## config.mk

```make
export PLATFORM = sky130hd
export DESIGN_NAME = halt_dump
export DESIGN_NICKNAME = d
export VERILOG_FILES = /design/src/rtl/halt_dump_pkg.sv /design/src/rtl/halt_dump_serializer.sv /design/src/rtl/halt_dump.sv
export SDC_FILE = /design/constraint.sdc
export NUM_CORES = 1
export LEC_CHECK = 0
export CORE_MARGIN = 3
export CORE_UTILIZATION = 64
export CTS_CLUSTER_DIAMETER = 100
export DETAILED_ROUTE_END_ITERATION = 10
export DONT_BUFFER_PORTS = 1
export GPL_ROUTABILITY_DRIVEN = 0
export GPL_TIMING_DRIVEN = 1
export PLACE_DENSITY = 0.78
export REMOVE_ABC_BUFFERS = 1
export SYNTH_ARGS = -nofsm -noshare
export SYNTH_HDL_FRONTEND = slang
export SYNTH_SLANG_ARGS = --single-unit
```

## constraint.sdc

```tcl
create_clock -name clk -period 2.45 [get_ports clk]
set_input_delay 0.3675 -clock clk [delete_from_list [all_inputs] [get_ports clk]]
set_output_delay 0.3675 -clock clk [all_outputs]
set_load 0.03 [all_outputs]
```

## src/rtl/halt_dump_pkg.sv

```systemverilog
// halt_dump_pkg: shared types and constants for the halt/dump block.
//   state_e      - dump FSM states
//   HDR_*        - frame header bytes (ebreak halt vs. run-cycle timeout)
//   TRAILER      - final frame byte
//   FRAME_WORDS  - 32-bit words between header and trailer
package halt_dump_pkg;

  typedef enum logic [2:0] {
    RUN,
    LOAD,
    SEND,
    TRAIL,
    DONE
  } state_e;

  localparam logic [7:0] HDR_EBREAK  = 8'hEB;
  localparam logic [7:0] HDR_TIMEOUT = 8'hEE;
  localparam logic [7:0] TRAILER     = 8'h0A;
  localparam int         FRAME_WORDS = 35;
  localparam int         WIDX_W      = 6;

endpackage

```

## src/rtl/halt_dump_serializer.sv

```systemverilog
// dump_serializer: holds one 32-bit word and emits it LSB byte first over a
// valid/ready byte port. A "single" load emits only the low byte (used for
// header and trailer).
//   clk, rst_n     - clock, async active-low reset
//   load           - capture load_data; starts a new word
//   load_single    - word is one byte long
//   load_data      - word to send
//   tx_ready       - sink accepts tx_data this edge when tx_valid is high
//   tx_data/valid  - byte stream
//   last_acc       - final byte of the current word is accepted this edge
module dump_serializer
  import halt_dump_pkg::*;
(
  input  logic        clk,
  input  logic        rst_n,
  input  logic        load,
  input  logic        load_single,
  input  logic [31:0] load_data,
  input  logic        tx_ready,
  output logic [7:0]  tx_data,
  output logic        tx_valid,
  output logic        last_acc
);

  logic [31:0] sr_q, sr_d;
  logic [1:0]  idx_q, idx_d;
  logic        single_q, single_d;
  logic        busy_q, busy_d;
  logic        acc;

  assign acc      = busy_q & tx_ready;
  assign last_acc = acc & (single_q | (idx_q == 2'd3));
  assign tx_valid = busy_q;
  assign tx_data  = busy_q ? sr_q[7:0] : 8'h00;

  always_comb begin
    sr_d     = sr_q;
    idx_d    = idx_q;
    single_d = single_q;
    busy_d   = busy_q;
    // A load always happens when the port is idle or its last byte is
    // being accepted, so it may safely override the accept path.
    if (load) begin
      sr_d     = load_data;
      idx_d    = 2'd0;
      single_d = load_single;
      busy_d   = 1'b1;
    end else if (acc) begin
      sr_d  = {8'h00, sr_q[31:8]};
      idx_d = idx_q + 2'd1;
      if (last_acc) busy_d = 1'b0;
    end
  end

  always_ff @(posedge clk or negedge rst_n) begin
    if (!rst_n) begin
      sr_q     <= '0;
      idx_q    <= '0;
      single_q <= 1'b0;
      busy_q   <= 1'b0;
    end else begin
      sr_q     <= sr_d;
      idx_q    <= idx_d;
      single_q <= single_d;
      busy_q   <= busy_d;
    end
  end

endmodule

```

## src/rtl/halt_dump.sv

```systemverilog
// halt_dump: counts run cycles; on an ebreak pulse or run-cycle timeout it
// freezes the core and streams a 142-byte debug frame:
//   header, PC, cycle count lo/hi, x0..x31 (each LE), trailer 0x0A.
//   clk, rst_n        - clock, async active-low reset
//   ebreak_pulse, pc  - halt request and current core PC
//   rf_raddr/rf_rdata - register-file debug read (combinational data)
//   core_stall        - freezes the core while not in RUN
//   tx_data/valid/ready - byte stream
//   dump_done         - frame fully sent, held until reset
module halt_dump
  import halt_dump_pkg::*;
#(
  parameter logic [63:0] TIMEOUT_CYCLES = 64'd5_000_000_000
) (
  input  logic        clk,
  input  logic        rst_n,
  input  logic        ebreak_pulse,
  input  logic [31:0] pc,
  output logic [4:0]  rf_raddr,
  input  logic [31:0] rf_rdata,
  output logic        core_stall,
  output logic [7:0]  tx_data,
  output logic        tx_valid,
  input  logic        tx_ready,
  output logic        dump_done
);

  state_e              state_q, state_d;
  logic [63:0]         cnt_q, cnt_d;
  logic [63:0]         cnt_lat_q, cnt_lat_d;
  logic [31:0]         pc_lat_q, pc_lat_d;
  logic                hdr_q, hdr_d;     // header byte still in flight
  logic [WIDX_W-1:0]   widx_q, widx_d;   // frame word index 0..34

  logic        ld, ld_single, last_acc;
  logic [31:0] ld_data;

  always_comb begin
    state_d   = state_q;
    cnt_d     = cnt_q;
    cnt_lat_d = cnt_lat_q;
    pc_lat_d  = pc_lat_q;
    hdr_d     = hdr_q;
    widx_d    = widx_q;
    ld        = 1'b0;
    ld_single = 1'b0;
    ld_data   = '0;
    rf_raddr  = '0;
    case (state_q)
      RUN: begin
        cnt_d = cnt_q + 64'd1;
        if (ebreak_pulse || (cnt_q == TIMEOUT_CYCLES - 64'd1)) begin
          pc_lat_d  = pc;
          cnt_lat_d = cnt_q;
          ld        = 1'b1;
          ld_single = 1'b1;
          ld_data   = {24'h0, ebreak_pulse ? HDR_EBREAK : HDR_TIMEOUT};
          hdr_d     = 1'b1;
          widx_d    = '0;
          state_d   = SEND;
        end
      end
      LOAD: begin
        ld = 1'b1;
        case (widx_q)
          WIDX_W'(0): ld_data = pc_lat_q;
          WIDX_W'(1): ld_data = cnt_lat_q[31:0];
          WIDX_W'(2): ld_data = cnt_lat_q[63:32];
          default: begin
            rf_raddr = 5'(widx_q - WIDX_W'(3));
            ld_data  = rf_rdata;
          end
        endcase
        state_d = SEND;
      end
      SEND: begin
        if (last_acc) begin
          if (hdr_q) begin
            hdr_d   = 1'b0;
            state_d = LOAD;
          end else if (widx_q == WIDX_W'(FRAME_WORDS - 1)) begin
            // Trailer is loaded on the last accept so no bubble precedes it.
            ld        = 1'b1;
            ld_single = 1'b1;
            ld_data   = {24'h0, TRAILER};
            state_d   = TRAIL;
          end else begin
            widx_d  = widx_q + WIDX_W'(1);
            state_d = LOAD;
          end
        end
      end
      TRAIL: begin
        if (last_acc) state_d = DONE;
      end
      default: ;  // DONE: everything frozen
    endcase
  end

  always_ff @(posedge clk or negedge rst_n) begin
    if (!rst_n) begin
      state_q   <= RUN;
      cnt_q     <= '0;
      cnt_lat_q <= '0;
      pc_lat_q  <= '0;
      hdr_q     <= 1'b0;
      widx_q    <= '0;
    end else begin
      state_q   <= state_d;
      cnt_q     <= cnt_d;
      cnt_lat_q <= cnt_lat_d;
      pc_lat_q  <= pc_lat_d;
      hdr_q     <= hdr_d;
      widx_q    <= widx_d;
    end
  end

  assign core_stall = (state_q != RUN);
  assign dump_done  = (state_q == DONE);

  dump_serializer u_ser (
    .clk        (clk),
    .rst_n      (rst_n),
    .load       (ld),
    .load_single(ld_single),
    .load_data  (ld_data),
    .tx_ready   (tx_ready),
    .tx_data    (tx_data),
    .tx_valid   (tx_valid),
    .last_acc   (last_acc)
  );

endmodule

```

==> metrics <==
Worst Max-Slew Pin Slew 0.590 ns; post-route ant nets 0; met1 WL 10100 um; DRC 0; crit path launch type flip-flop; Filler cells 910; Post-Syn Instances 777; EDFF count, synth 0; required time worst endpoint 2.83 ns; CTS buffer count 22; vias in the first global route 7249; port bufs 0; routed vias 7099; crit-path max cell delay 0.41 ns; CP most frequent cell buf_4; Max Root-Sink Buffers 3; yosys warns 0; metal2 WL 12100 um; Power Dens Cells 1030 nW/um2; Layout area overhead 16.5%; mapped cell area 9690 um2; Iter 0 DRT Violations 698; root buf cell clkbuf_16; Ports 84; largest net degree at the start of global routing 207; status finished, violations left; Slew HR 60.3%; share of layout cells above drive strength 1 28.7%; post-synthesis async set-or-reset flop share 100%; n_diodes 0; H-Tree Depth 1; core area 14700 um2; row count 44; Peak VDD IR 0.696 mV; drt pass-1 iters 6; routed len/inst 24.3 um; worst setup path startpoint cnt_q[10]$_DFFE_PN0N_; CP bufs+invs 3; placed instance area 10400 um2; Final Hold Fails 206; Die W 129 um; post-synthesis register bit count 206; die height 129 um; syn avg cell area 12.5 um2; RSZ-0062 raised after global routing true; Post-Layout Cell Count 1041; vias per cell 6.82; max cap viols 0; FMAX 400 MHz; grt ovf 0; top_reg_cell synth dfrtp_1; Worst Clk Skew 0.00931 ns; HPWL Detailed 16900 um; placed cells 997; Highest Signal Layer met4; final critical-path setup slack -0.0476 ns; slowest CP cell dfrtp_1; crit share post-route 102%; critical path class flip-flop to flip-flop; post-route setup TNS -0.721 ns; Hold Path Class input pin to async pin; register area 5160 um2; die area 16700 um2; latest clock arrival within the worst-skew pair 0.50 ns; post-layout minimum cycle time 2.50 ns; post-layout instance area 11300 um2; P_leak 5.49 nW; max-slew violation count 0; CP arrival 2.88 ns; CP max FO 37; Setup violations, final 40; routed length on met3 2110 um; Unique masters post-synth 59; initial antenna violation count 0; WL final 25300 um; failing checks negative hold slack, negative setup slack; first-pass GRT wire length 40100 um; final hold slack -0.435 ns; Crit path max-delay family simple AND/OR/NAND/NOR gates; Crit Reg-Reg Startpoint cnt_q[10]$_DFFE_PN0N_; Clk pin slew, worst setup/hold paths 0.06 ns; initial core utilization 66.0%; register area share after synthesis 53.2%; Overall Global Routing Usage 30.9%; CTS tree yes; area of the multi-input gates 4420 um2; critical-path cell list nor4b_4 > nand4_1 > buf_4 > nor4_4 > buf_4 > a31oi_4 > buf_12 > mux2_4; Final nets 918; crit end category flip-flop; number of clock sinks 206
==> power by group <==
group	internal [W]	switching [W]	total (W)
registers	0.00403	0.000513	0.00454
clock network	0.00208	0.00130	0.00338
logic	0.00165	0.00202	0.00367
total	0.00776	0.00383	0.0116
==> layout by cell type (no fill, tap or decap), types with 22 or more instances in the layout <==
master,synthesis,final
dfrtp_1,206,204
buf_4,3,84
mux2_2,56,55
xnor2_1,47,47
mux2_4,40,41
nand2_1,38,37
a22o_1,30,30
a221oi_1,28,28
and3_1,26,26
nand4_1,26,26
clkbuf_16,0,23
mux2i_1,22,22
==> registers in the layout (all words and copies together), names as in the netlist <==
signal,cells
u_ser.sr_q,32
state_q,3
cnt_q,64
pc_lat_q,32
u_ser.idx_q,2
widx_q,6
hdr_q,1
cnt_lat_q,64
u_ser.tx_valid,1
u_ser.single_q,1
==> synth_stat cells, types with 8 or more instances <==
library cell  number  area [um2]
mux2_2            56         631
o21ai_0           13        65.1
nor4_1            10        62.6
nand4_1           26         163
nand2_1           38         143
nand3_1           21         105
and2_1            13        81.3
xor2_1            19         166
o22ai_1           18         113
clkbuf_1          23        86.3
nor2_1            19        71.3
mux2i_1           22         220
a21oi_1            8        40.0
buf_2             13        65.1
o2bb2ai_1          8        70.1
and4_1            12         105
a22o_1            30         263
inv_1              9        33.8
and3_1            26         163
dfrtp_1          206        5150
a221oi_1          28         245
mux2_4            40         601
xnor2_1           47         412
==> worst paths after layout <==
check | endpoint | slack, ns | cells after the start
max in group asynchronous | pc_lat_q[23]$_DFFE_PN0N_ | 2.58 | 0
min in group clk | pc_lat_q[6]$_DFFE_PN0N_ | 0.01 | 1
max reg2reg | cnt_lat_q[19]$_DFFE_PN0N_ | -0.05 | 8
max | cnt_lat_q[19]$_DFFE_PN0N_ | -0.05 | 8
min reg2reg | cnt_lat_q[12]$_DFFE_PN0N_ | 0.48 | 2
min | widx_q[4]$_DFFE_PN0P_ | -0.43 | 0
==> worst register-to-register path, stage by stage (launching register included) <==
cell and delay (ns):
dfrtp_1 0.41, nor4b_4 0.34, nand4_1 0.23, buf_4 0.21
nor4_4 0.24, buf_4 0.19, a31oi_4 0.16, buf_12 0.23
mux2_4 0.36
==> layout make-up <==
cell class              count  area share, %
inverters                   9          0.299
repair buffers             89           6.39
well taps                 184           2.04
multi-input cells         516           39.1
clock buffers              31           5.54
clock inverters             6          0.931
flip-flops and latches    206           45.7
==> logic make-up after synthesis <==
logic type / count (synthesis) / share of synthesized area, %
compound gates: 134 / 10.6
xor+xnor: 66 / 5.96
fa+ha+maj: 6 / 0.774
buf+inv: 55 / 2.80
flops: 206 / 53.2
mux: 118 / 15.0
simple gates: 192 / 11.7
==> what timing repair did <==
| item | CTS | global route |
|---|---|---|
| pin swaps | 1 | 5 |
| gates resized for setup | 11 | 15 |
| endpoints found under the setup margin | 138 | 108 |
| setup buffers | 4 | 3 |
| endpoints found under the hold margin | 206 | 206 |
| gates cloned | 0 | 0 |
==> routing by layer <==
metal,track usage [%],up-vias
li1,-,3043
met5,0,-
met3,4.53,95
met4,11.2,0
met1,43.2,3593
met2,49.9,368
==> through the flow <==
step | hold slack, ns | worst slack [ns] | utilization (%) | power, W
6_report | -0.435 | -0.0476 | 76.8 | 0.0116
5_1_grt | -0.447 | -0.134 | 76.8 | 0.0121
4_1_cts | -0.448 | -0.00323 | 76.2 | 0.0115
3_5_place_dp | 0.0813 | -0.153 | 70.7 | 0.00792
3_3_place_gp | 0.0817 | -0.0477 | 70.7 | 0.00779
2_1_floorplan | 0.0719 | -6.45 | - | 0.00672
Note: power is estimated with default switching activity, not from simulation.
